**config.mk**
```make
export PLATFORM = sky130hd
export DESIGN_NAME = oai21_pipe_array
export DESIGN_NICKNAME = d
export VERILOG_FILES = /design/src/rtl/oai_cell_pkg.sv /design/src/rtl/oai21_pipe_stage.sv /design/src/rtl/oai21_pipe_array.sv
export SDC_FILE = /design/constraint.sdc
export NUM_CORES = 1
export LEC_CHECK = 0
export CORE_ASPECT_RATIO = 1.2
export CORE_MARGIN = 3
export CORE_UTILIZATION = 30
export DETAILED_ROUTE_END_ITERATION = 8
export MAX_ROUTING_LAYER = met4
export PLACE_DENSITY = 0.67
export SLEW_MARGIN = 30
export SYNTH_ARGS = -nofsm -noshare
export SYNTH_HDL_FRONTEND = slang
export SYNTH_HIERARCHICAL = 1
export SYNTH_SLANG_ARGS = --single-unit
```
**constraint.sdc**
```tcl
create_clock -name CLK -period 2.5 [get_ports CLK]
set_clock_uncertainty 0.05 [all_clocks]
set_input_delay 0.375 -clock CLK [delete_from_list [all_inputs] [get_ports CLK]]
set_output_delay 0.375 -clock CLK [all_outputs]
set_load 0.05 [all_outputs]
```
**src/rtl/oai_cell_pkg.sv**
```systemverilog
// oai_cell_pkg: gate-mode enum and the single-lane OAI21/AOI21 function shared by the pipe array
package oai_cell_pkg;

    typedef enum logic {
        MODE_OAI21 = 1'b0,
        MODE_AOI21 = 1'b1
    } mode_e;

    function automatic logic lane_fn(input logic a, input logic b, input logic c, input mode_e m);
        return (m == MODE_AOI21) ? ~((a & b) | c) : ~((a | b) & c);
    endfunction

endpackage

```
**src/rtl/oai21_pipe_stage.sv**
```systemverilog
// oai21_pipe_stage: one valid/data register slice of an elastic pipeline
// Ports: clk, rst (async active-high); in_valid/in_data from upstream, ready back to it;
//        valid/data to downstream, out_ready from it.
module oai21_pipe_stage #(
    parameter int WIDTH = 4
) (
    input  logic             clk,
    input  logic             rst,
    input  logic             in_valid,
    input  logic [WIDTH-1:0] in_data,
    input  logic             out_ready,
    output logic             valid,
    output logic [WIDTH-1:0] data,
    output logic             ready
);

    logic             valid_q, valid_d;
    logic [WIDTH-1:0] data_q, data_d;

    // Ready when empty or when the current item leaves this cycle.
    assign ready = ~valid_q | out_ready;
    assign valid = valid_q;
    assign data  = data_q;

    always_comb begin
        valid_d = ready ? in_valid : valid_q;
        data_d  = (ready && in_valid) ? in_data : data_q;
    end

    always_ff @(posedge clk or posedge rst) begin
        if (rst) begin
            valid_q <= 1'b0;
            data_q  <= '0;
        end else begin
            valid_q <= valid_d;
            data_q  <= data_d;
        end
    end

endmodule

```
**src/rtl/oai21_pipe_array.sv**
```systemverilog
// oai21_pipe_array: WIDTH-lane OAI21/AOI21 gate array behind a STAGES-deep valid/ready pipeline
// Ports: CLK, R (async active-high); A/B/C lane inputs, MODE (0 OAI21, 1 AOI21), VI/RI input
//        handshake; Y/VO/RO output handshake; TCNT/TCLR toggle counter (OAI_TOGGLE_CNT_EN only).
module oai21_pipe_array
    import oai_cell_pkg::*;
#(
    parameter int WIDTH  = 4,
    parameter int STAGES = 2,
    parameter int CNT_W  = 16
) (
    input  logic             CLK,
    input  logic             R,
    input  logic [WIDTH-1:0] A,
    input  logic [WIDTH-1:0] B,
    input  logic [WIDTH-1:0] C,
    input  logic             MODE,
    input  logic             VI,
    output logic             RI,
    output logic [WIDTH-1:0] Y,
    output logic             VO,
`ifdef OAI_TOGGLE_CNT_EN
    output logic [CNT_W-1:0] TCNT,
    input  logic             TCLR,
`endif
    input  logic             RO
);

    logic [WIDTH-1:0] gate;
    logic [STAGES:0]  v;
    logic [WIDTH-1:0] d   [STAGES+1];
    logic             rdy [STAGES+1];

    // The gate is evaluated at accept time, so MODE is captured with its operands.
    for (genvar i = 0; i < WIDTH; i++) begin : g_lane
        assign gate[i] = lane_fn(A[i], B[i], C[i], mode_e'(MODE));
    end

    assign v[0]        = VI;
    assign d[0]        = gate;
    assign rdy[STAGES] = RO;

    for (genvar k = 0; k < STAGES; k++) begin : g_stage
        oai21_pipe_stage #(.WIDTH(WIDTH)) u_stage (
            .clk      (CLK),
            .rst      (R),
            .in_valid (v[k]),
            .in_data  (d[k]),
            .out_ready(rdy[k+1]),
            .valid    (v[k+1]),
            .data     (d[k+1]),
            .ready    (rdy[k])
        );
    end

    assign RI = rdy[0];
    assign VO = v[STAGES];
    assign Y  = d[STAGES];

`ifdef OAI_TOGGLE_CNT_EN
    logic [CNT_W-1:0] tcnt_q, tcnt_d;
    logic [WIDTH-1:0] prev_q, prev_d;
    logic [6:0]       pc;
    logic [CNT_W+6:0] sum;
    logic             xfer;

    assign xfer = VO & RO;
    assign TCNT = tcnt_q;

    // Wide sum so any carry above CNT_W bits signals saturation.
    always_comb begin
        pc = '0;
        for (int j = 0; j < WIDTH; j++) pc = pc + 7'(Y[j] ^ prev_q[j]);
        sum    = {7'd0, tcnt_q} + (CNT_W+7)'(pc);
        tcnt_d = TCLR ? '0 : xfer ? ((|sum[CNT_W+6:CNT_W]) ? '1 : sum[CNT_W-1:0]) : tcnt_q;
        prev_d = xfer ? Y : prev_q;
    end

    always_ff @(posedge CLK or posedge R) begin
        if (R) begin
            tcnt_q <= '0;
            prev_q <= '0;
        end else begin
            tcnt_q <= tcnt_d;
            prev_q <= prev_d;
        end
    end
`endif

endmodule

```
# == After elaboration in Yosys (flattened, before gate mapping) ==
# Index checks and enable logic that the tools add are counted.
# classes
addsub,0
multipliers,0
div,0
order_cmp,0
n_eq_ne,0
shift,0
mux,4
bitwise,28
n_reduce_logical,2
# ops
op,n
$not 1->1,10
$or 1x1->1,10
$and 1x1->1,8
$mux 1,4
$logic_and 1x1->1,2
# word_totals
register_bits,10
latch_bits,0
mem_bits_rw,0
rom_bits,0
inputBits,17
word_cells,38
memories,0

# == Depth between registers and ports, before layout ==
# Gate-level depths: netlist of the first run.
# logic_depth
word_depth,4
mapped_depth,4
ltp_nobuf,4

# == Hierarchy ==
# The synthesis of the first run kept the hierarchy.
# by_module_without_submodules
mod,instances,cells_each,area_each_um2,seq_area_each_um2
oai21_pipe_stage,2,13,221.5,125.1
oai21_pipe_array,1,12,83.8,0.0

# == Worst setup path after synthesis of the first run ==
# Ideal clock, no wire load.
# synth_path
kind,flip-flop to flip-flop
startpoint,reg g_stage[1].u_stage.valid_q
endpoint,reg g_stage[0].u_stage.data_q[0]
setup_time_ns,0.125
t_arrival_ns,1.423
path_slack_ns,0.901
path_stages_with_launch,5
path_cell_list,dfrtp_1 > nand2b_4 > nand2b_4 > nand2_4 > mux2_4
# synth_rtl
element,line,rtl
start: declaration,oai21_pipe_stage.sv:17,"logic valid_q, valid_d;"
start signal: assignment,oai21_pipe_stage.sv:35,valid_q <= valid_d;
end signal: assignment,oai21_pipe_stage.sv:36,data_q <= data_d;
end: declaration,oai21_pipe_stage.sv:18,"logic [WIDTH-1:0] data_q, data_d;"

# == Worst setup path after layout of the first run ==
# layout_path
startpoint,reg g_stage[1].u_stage.valid_q
endpoint,out VO
# layout_rtl
element,line,rtl
end: declaration,oai21_pipe_array.sv:20,"output logic VO,"
# No word-level cell between the ends.

==> metrics.md, run 1 <==
| Metric | Value |
|---|---|
| M2 GR Usage | 13.35% |
| Grt met1 use | 8.584% |
| Placed Cells | 77 |
| Core area | 0.001539 mm² |
| Area contributors post-synth | dfrtp_1 48%, mux2_4 23%, a21o_1 5.7% |
| Setup tns final | 0 ns |
| Share of cells above drive strength 1 | 28.13% |
| Clk slew on worst S/H paths | 0.07 ns |
| Mapped Cells | 38 |
| Top-area cell type share of the netlist area | 47.51% |
| Syn_area_per_cell | 13.86 µm² |
| # setup viols final | 0 |
| Busiest grt layer | met4 |
| Clk Latency, worst-skew pair | 0.26 ns |
| Post-synth EDFFs | 0 |
| Critical Path Fanout Max | 2 |
| Critical Path, Cell by Cell | clkdlybuf4s50_1 |
| Via count of the first global-routing pass | 327 |
| Max-Cap Viols | 0 |
| RSZ-0062 raised after global routing | false |
| Nets | 82 |
| Top delay family on crit path | buffers and inverters |
| Port Buffers | 22 |
| Final HPWL DP | 784.3 µm |
| Area Growth Syn to Fin | 52.26% |
| Data arrival, critical path | 1.46 ns |
| Met3 usage | 0% |
| Peak VDD IR | 232.3 µV |
| Max_slew headroom | 67.23% |
| Crit path launch type | flip-flop |
| Router iterations before antenna repair | 1 |
| Flops & latches, synth | 10 |
| I/O Pins | 23 |
| Ys Warns | 6 |
| Maximum clock frequency | 529.7 MHz |
| Die area | 0.002297 mm² |
| Routed Wire Length | 909 µm |
| Worst path max stage delay | 0.81 ns |
| Top cells by count, synth | 10 x dfrtp_1, 8 x mux2_4, 4 x a21o_1, 4 x o21a_1, 3 x a21oi_1 |
| Max-slew violation count | 0 |
| Worst Path Required | 2.08 ns |
| Post-cts sizing count | 0 |
| # hold bufs at CTS | 0 |
| Hold Crit Class | in2async |
| Predominant post-synthesis flop cell | dfrtp_1 |
| Die W | 44.25 µm |
| Initial antenna violation count | 0 |
| DRT iter0 DRCs | 0 |
| Grt ovf | 0 |
| Initial Util | 34.23% |
| Worst R2R Setup Slack | 1.31 ns |
| Syn_nets | 55 |
| DRC Markers | 0 |
| Tmin final | 1.888 ns |
| Post-synthesis sequential area ratio | 47.51% |
| Largest net degree at the start of global routing | 7 |
| Status | complete, no violations |
| FF-to-FF path depth | 4 |
| Worst R2R Start | g_stage[1].u_stage/valid |
| CTS root buffer | clkbuf_4 |
| First-pass GRT wire length | 1338 µm |
| CP bufs+invs | 1 |
| Average wire per standard cell | 11.22 µm |
| Die Y | 51.90 µm |
| Part of the cycle the worst path needs | 75.52% |
| Reg2Reg Capture Point | g_stage[0].u_stage/data[0] |
| Post-CTS Setup Bufs | 0 |
| Post-synth ARST share | 100.0% |
| Total chip power | 0.5872 mW |
| Pwr dens | 732.1 mW/mm² |
| Slowest cell on crit path | clkdlybuf4s50_1 |
| Cell with the most instances after synthesis | dfrtp_1 |
| Num CTS Buffers | 3 |
| Final Hold Vio Count | 0 |
| Layout Cells excl Fill | 81 |
| Setup CP Type | reg2out |
| Synthesized area | 526.8 µm² |
| Vias per inst | 4.679 |
| Post-DRT Antenna Nets | 0 |
| CTS tree | yes |
| Final GP Congestion | 0.6453 |
| Num rows | 15 |
| Slew @ Worst Pin | 0.4900 ns |
| Distinct cells, synth | 10 |
| Synth area leader | dfrtp_1 |
| Htree depth | 1 |
| DR vias | 379 |
| Inserted Diodes | 0 |
| Pleak | 0.3825 nW |
| Gr usage total | 8.931% |
| CTS sink cnt | 10 |
| Max clock buf depth | 2 |
| Crit end category | primary output |
-- placed cells by master, fill, tap and decap left out, drive strengths merged --
master / synthesis / layout
inv: 2 / 2
o21a: 4 / 4
nand2: 2 / 2
dfrtp: 10 / 10
a21o: 4 / 4
buf: 0 / 1
mux2: 8 / 8
nand2b: 2 / 2
or2b: 2 / 2
clkdlybuf4s50: 0 / 21
clkbuf: 0 / 4
a21oi: 4 / 4
-- layer usage --
layer  up-vias  share of wire, %
met1       171                37
met3         4               6.6
met2        17                51
li1        187                 -
met5         -                 0
met4         0               5.5
-- cell type report --
type	instances	area (µm²)
Clock buffer	4	36.28
Fill cell	147	737.0
Inverter	2	7.507
Multi-Input combinational cell	26	269.0
Sequential cell	10	250.2
Tap cell	17	21.27
Timing Repair Buffer	22	217.7
-- power breakdown --
group	internal [mW]	switching, mW	leakage, nW
sequential	0.195	0.0205	0.118
combinational	0.113	0.115	0.244
clock	0.0884	0.0553	0.0210
total	0.397	0.191	0.382
-- registers in the layout, indices dropped and copies added, names as in the netlist --
name and cells:
g_stage.u_stage/valid 2, g_stage.u_stage/data 8
-- per-stage QoR --
stage / worst slack (ns) / hold slack (ns) / utilization [%] / cell area [µm²]
4_1_cts: 0.5940 / 0.2881 / 52.11 / 802.0
6_report: 0.6121 / 0.2818 / 52.11 / 802.0
5_1_grt: 0.5787 / 0.3230 / 52.11 / 802.0
2_1_floorplan: 0.9015 / 0.1035 / - / 526.8
3_3_place_gp: 0.7721 / 0.4484 / 49.76 / 765.7
3_5_place_dp: 0.7666 / 0.4543 / 49.76 / 765.7
-- worst max path at each step --
stage	cells past startpoint	slack (ns)	endpoint	start
after CTS	1	0.59	VO	g_stage[1].u_stage/valid
after global placement	4	0.77	RI	RO
after global routing	1	0.58	VO	g_stage[1].u_stage/valid
after detailed placement	4	0.77	RI	RO
after floorplan	4	0.90	g_stage[0].u_stage/data[0]	g_stage[1].u_stage/valid
final	1	0.61	VO	g_stage[1].u_stage/valid
-- cells by family after synthesis --
logic type | after synthesis | synth area share [%]
flip-flops | 10 | 47.51
multiplexers | 8 | 22.80
AO/OA/AOI/OAI | 12 | 15.91
AND/OR/NAND/NOR | 6 | 12.35
buffers and inverters | 2 | 1.426
Power figures use the tool's default switching activity.
==> run 2: changes to the inputs <==
--- a/config.mk
+++ b/config.mk
@@ -10,7 +10,7 @@
 export CORE_UTILIZATION = 30
 export DETAILED_ROUTE_END_ITERATION = 8
 export MAX_ROUTING_LAYER = met4
-export PLACE_DENSITY = 0.67
+export PLACE_DENSITY = 0.7
 export SLEW_MARGIN = 30
 export SYNTH_ARGS = -nofsm -noshare
 export SYNTH_HDL_FRONTEND = slang
==> constraint.sdc (replaced) <==
create_clock -name CLK -period 1.64 [get_ports CLK]
set_clock_uncertainty 0.05 [all_clocks]
set_input_delay 0.246 -clock CLK [delete_from_list [all_inputs] [get_ports CLK]]
set_output_delay 0.246 -clock CLK [all_outputs]
set_load 0.05 [all_outputs]
==> metrics.md, run 2 (synthesis results as in run 1) <==
| Metric | Value |
|---|---|
| Final core occ | 52.11% |
| Part of the cycle the worst path needs | 87.02% |
| Commonest non-fill, non-tap cell in the layout | clkdlybuf4s50_1 |
| Share of cells above drive strength 1 | 35.94% |
| # hold bufs at CTS | 0 |
| Max FFs per register | 8 |
| Critical Path, Cell by Cell | clkdlybuf4s50_1 -> nand2b_4 -> nand2b_4 -> buf_12 |
| Die W | 44.25 µm |
| Post-place setup slack | 0.07869 ns |
| Sw Pwr | 0.2860 mW |
| Tmin final | 1.427 ns |
| Max clock buf depth | 2 |
| RSZ-0062 raised after global routing | false |
| Power share of the clock group | 24.3% |
| Slowest cell on crit path | clkdlybuf4s50_1 |
| Initial Util | 34.23% |
| Post-CTS Setup Bufs | 0 |
| I/O Pins | 23 |
| First-pass GRT wire length | 1297 µm |
| Placed Cells | 77 |
| Total chip power | 0.8841 mW |
| Max-slew violation count | 0 |
| Post-route cell area | 802.0 µm² |
| Cell Area, Placed | 765.7 µm² |
| Sw Ratio | 32.35% |
| Initial antenna violation count | 0 |
| Via count of the first global-routing pass | 323 |
| Slew @ Worst Pin | 0.1898 ns |
| Inserted Diodes | 0 |
| Clk slew on worst S/H paths | 0.06 ns |
| # setup viols final | 0 |
| Gr usage total | 8.864% |
| Nets | 82 |
| Num rows | 15 |
| Critical path's most frequent cell | nand2b_4 |
| Area Growth Syn to Fin | 52.26% |
| Most frequent cells in the layout | 16 x clkdlybuf4s50_1, 10 x dfrtp_1, 8 x mux2_4 |
| DRC Markers | 0 |
| Largest net degree at the start of global routing | 7 |
| Fill cells | 159 |
| Crit end category | primary output |
| Data arrival, critical path | 1.13 ns |
| Final worst slack | 0.2129 ns |
| Htree depth | 1 |
| Max_slew headroom | 87.35% |
| CTS sink cnt | 10 |
| Router iterations before antenna repair | 1 |
| Port Buffers | 22 |
| Final Hold Vio Count | 0 |
| Vias per inst | 4.593 |
| Post-cts sizing count | 0 |
| Final hold slack | 0.1584 ns |
| CTS tree | yes |
| Pleak | 0.3927 nW |
| Final HPWL DP | 743.3 µm |
| Worst path max stage delay | 0.45 ns |
| Die Y | 51.90 µm |
| Num CTS Buffers | 3 |
| Crit path launch type | input pin |
| Sequential power share | 37.1% |
| DR vias | 372 |
| Peak VDD IR | 385.8 µV |
| CTS root buffer | clkbuf_4 |
| Critical Path Fanout Max | 3 |
| Setup tns final | 0 ns |
| Pwr dens | 1102 mW/mm² |
| Layout Cells excl Fill | 81 |
| Final GP Congestion | 0.6592 |
| CP bufs+invs | 2 |
| DRT iter0 DRCs | 0 |
| Routed Wire Length | 849 µm |
| Average wire per standard cell | 10.48 µm |
| Hold Crit Class | in2async |
| Core area | 0.001539 mm² |
| Top delay family on crit path | buffers and inverters |
| Die area | 0.002297 mm² |
| Setup CP Type | in2out |
| Grt ovf | 0 |
| Status | complete, no violations |
| Comb pwr share | 38.6% |
| Power Internal | 0.5981 mW |
| Clk Latency, worst-skew pair | 0.26 ns |
| Worst Path Required | 1.34 ns |
| Maximum clock frequency | 700.7 MHz |
| Max-Cap Viols | 0 |
| Post-DRT Antenna Nets | 0 |
==> run 2: changes by cell type in the layout (fill, tap and decap cells not counted), sizes merged <==
cell	change
clkdlybuf4s50	-5
buf	+5
==> run 2: power groups by stage <==
| stage | Combinational (mW) | Clock, mW | Sequential, mW |
|---|---|---|---|
| final | 0.342 | 0.215 | 0.328 |
| after floorplan | 0.122 | 0 | 0.437 |
| after detailed placement | 0.345 | 0 | 0.334 |
| after global routing | 0.356 | 0.237 | 0.336 |
| after global placement | 0.342 | 0 | 0.332 |
| after CTS | 0.346 | 0.223 | 0.329 |
==> run 2: final timing paths <==
path	from	end	slack (ns)	cells after the start
min reg2reg	g_stage[1].u_stage/data[2]	g_stage[1].u_stage/data[2]	0.46	1
max	RO	RI	0.21	4
max reg2reg	g_stage[1].u_stage/valid	g_stage[0].u_stage/data[0]	0.44	4
min in group CLK	g_stage[1].u_stage/data[2]	g_stage[1].u_stage/data[2]	0.46	1
max in group asynchronous	R	g_stage[1].u_stage/valid	1.22	2
min	R	g_stage[0].u_stage/data[2]	0.16	2
==> run 2: routing by layer <==
layer	track usage, %	part of all wire (%)	wire length, µm	vias to the layer above
met4	9.045	4.9	42	0
met5	-	0	0	-
met2	12.62	43	369	23
met3	4.152	13	111	4
met1	8.387	38	326	159
li1	-	-	-	186
==> run 2: cell type report <==
cell class	instances	area (µm²)	area share, %
multi-input combinational	26	269.0	33.54
sequential	10	250.2	31.20
timing repair buffer	22	217.7	27.15
clock buffer	4	36.28	4.524
tap	17	21.27	2.652
inverter	2	7.507	0.9360
==> run 2: worst register-to-register path: stages, from the launching register on <==
cell and delay, ns:
dfrtp_1 0.38, nand2b_4 0.08, nand2b_4 0.17, nand2_4 0.11, mux2_4 0.30
==> run 3: changes to the inputs <==
--- a/config.mk
+++ b/config.mk
@@ -5,6 +5,7 @@
 export SDC_FILE = /design/constraint.sdc
 export NUM_CORES = 1
 export LEC_CHECK = 0
+export ABC_AREA = 1
 export CORE_ASPECT_RATIO = 1.2
 export CORE_MARGIN = 3
 export CORE_UTILIZATION = 30
==> metrics.md, run 3 <==
| Metric | Value |
|---|---|
| Status | complete, no violations |
| Post-synthesis sequential area ratio | 48.43% |
| Slowest cell on crit path | clkdlybuf4s50_1 |
| Sw Ratio | 37.72% |
| Die W | 43.89 µm |
| Fill cells | 151 |
| Post-place setup slack | 0.1615 ns |
| Largest net degree at the start of global routing | 8 |
| Pwr dens | 1141 mW/mm² |
| Inserted Diodes | 0 |
| Sw Pwr | 0.3409 mW |
| First-pass GRT wire length | 1642 µm |
| CTS sink cnt | 10 |
| DRC Markers | 0 |
| Average wire per standard cell | 8.741 µm |
| Area contributors post-synth | dfrtp_1 48%, nand2_1 22%, nand3_1 12% |
| Post-CTS Setup Bufs | 0 |
| Via count of the first global-routing pass | 439 |
| I/O Pins | 23 |
| Max-Cap Viols | 0 |
| Max clock buf depth | 2 |
| Power share of the clock group | 23.9% |
| Final GP Congestion | 0.6958 |
| Flops & latches, synth | 10 |
| Post-synth ARST share | 100.0% |
| Port Buffers | 22 |
| Most frequent cells in the layout | 30 x nand2_1, 16 x clkdlybuf4s50_1, 12 x nand3_1 |
| Slew @ Worst Pin | 0.2806 ns |
| # hold bufs at CTS | 0 |
| Tmin final | 1.478 ns |
| Sequential power share | 37.4% |
| Part of the cycle the worst path needs | 90.10% |
| Post-cts sizing count | 0 |
| Commonest non-fill, non-tap cell in the layout | nand2_1 |
| Clk slew on worst S/H paths | 0.06 ns |
| Setup tns final | 0 ns |
| Max-slew violation count | 0 |
| Crit end category | primary output |
| Top cells by count, synth | 30 x nand2_1, 12 x nand3_1, 10 x dfrtp_1 |
| Critical Path Fanout Max | 7 |
| Num rows | 15 |
| Synth area leader | dfrtp_1 |
| Die area | 0.002259 mm² |
| CP startpoint | RO |
| Ys Warns | 6 |
| Crit path launch type | input pin |
| Predominant post-synthesis flop cell | dfrtp_1 |
| Power Internal | 0.5628 mW |
| Post-synth EDFFs | 0 |
| Hold Crit Class | in2async |
| Reg area | 250.2 µm² |
| Setup CP Type | in2out |
| Final worst slack | 0.1623 ns |
| Maximum clock frequency | 676.7 MHz |
| RSZ-0062 raised after global routing | false |
| Data arrival, critical path | 1.18 ns |
| # setup viols final | 0 |
| Die Y | 51.47 µm |
| Top-area cell type share of the netlist area | 48.43% |
| Pleak | 0.4405 nW |
| Core area | 0.001520 mm² |
| Share of cells above drive strength 1 | 14.74% |
| DRT iter0 DRCs | 4 |
| Router iterations before antenna repair | 3 |
| Clk Latency, worst-skew pair | 0.26 ns |
| Synthesized area | 516.7 µm² |
| Cell with the most instances after synthesis | nand2_1 |
| Critical Path, Cell by Cell | clkdlybuf4s50_1 -> inv_1 -> nand2_4 -> inv_1 -> nand2_4 -> buf_12 |
| Worst R2R Start | g_stage[1].u_stage/valid |
| Mapped Cells | 69 |
| Area occupied by multi-input gates | 232.7 µm² |
| Distinct cells, synth | 6 |
| CTS tree | yes |
| Syn_nets | 86 |
| Final Hold Vio Count | 0 |
| Num CTS Buffers | 3 |
| Peak VDD IR | 400.1 µV |
| Vias per inst | 4.473 |
| Post-DRT Antenna Nets | 0 |
| Area Growth Syn to Fin | 53.27% |
| Final HPWL DP | 874.3 µm |
| Post-route cell area | 792.0 µm² |
| Max_slew headroom | 81.29% |
| Initial Util | 33.99% |
| Worst Path Required | 1.34 ns |
| Worst path max stage delay | 0.45 ns |
| Cell Area, Placed | 755.7 µm² |
| Comb pwr share | 38.7% |
| Nets | 113 |
| Grt ovf | 0 |
| Initial antenna violation count | 0 |
| Syn_area_per_cell | 7.489 µm² |
| Htree depth | 1 |
| DR vias | 501 |
| CTS root buffer | clkbuf_4 |
| Gr usage total | 10.03% |
| Routed Wire Length | 979 µm |
| Max FFs per register | 8 |
[run 3: cell types whose count changed after synthesis, sizes merged, moves of 4 or more]
cell	before	now
nor2	0	4
o21a	4	0
nand3	0	12
inv	2	9
mux2	8	0
a21oi	4	0
a21o	4	0
nand2	2	34
[run 3: worst max-delay path, delay by kind of cell]
family | cells | cell delay, ns
buffers and inverters | 4 | 0.73
AND/OR/NAND/NOR | 2 | 0.20
[run 3: cell type report]
type                            instances  area share [%]
Clock buffer                            4           4.581
Inverter                                9           4.265
Multi-Input combinational cell         50           29.38
Sequential cell                        10           31.60
Tap cell                               17           2.686
Timing Repair Buffer                   22           27.49
[run 3: final timing paths]
path	cells after the start	slack, ns	endpoint
worst max-delay path	6	0.16	RI
max in group asynchronous	2	1.21	g_stage[1].u_stage/data[0]
worst min register to register	2	0.42	g_stage[1].u_stage/data[0]
min in group CLK	2	0.42	g_stage[1].u_stage/data[0]
worst min-delay path	2	0.16	g_stage[0].u_stage/valid
worst max register to register	6	0.58	g_stage[0].u_stage/data[3]
[run 3: cell families after synthesis]
group / after synthesis / share of synthesized area [%]
buf+inv: 9 / 6.537
flops: 10 / 48.43
simple gates: 50 / 45.04
[run 3: stage by stage]
step | total power [mW] | hold WS (ns) | instances | utilization, %
after global routing | 0.9593 | 0.1508 | 112 | 52.10
final | 0.9038 | 0.1555 | 112 | 52.10
after global placement | 0.6918 | 0.4081 | 108 | 49.71
after detailed placement | 0.6972 | 0.4108 | 108 | 49.71
after floorplan | 0.5622 | -0.02548 | 69 | -
after CTS | 0.9150 | 0.1589 | 112 | 52.10
[run 3: routing by layer]
metal  global-route usage [%]  routed length (µm)  share of wire, %
met5                        -                   0                 0
met4                    6.030                  22               2.2
met3                    2.113                 110                11
met2                    18.20                 483                49
met1                    9.328                 362                37
[run 3: power by group through the flow]
stage,Clock (mW),Sequential [mW],Combinational [mW]
global placement,0,0.342,0.350
global route,0.237,0.347,0.376
finish,0.216,0.338,0.350
CTS,0.222,0.340,0.354
floorplan,0,0.463,0.0994
detailed placement,0,0.344,0.354
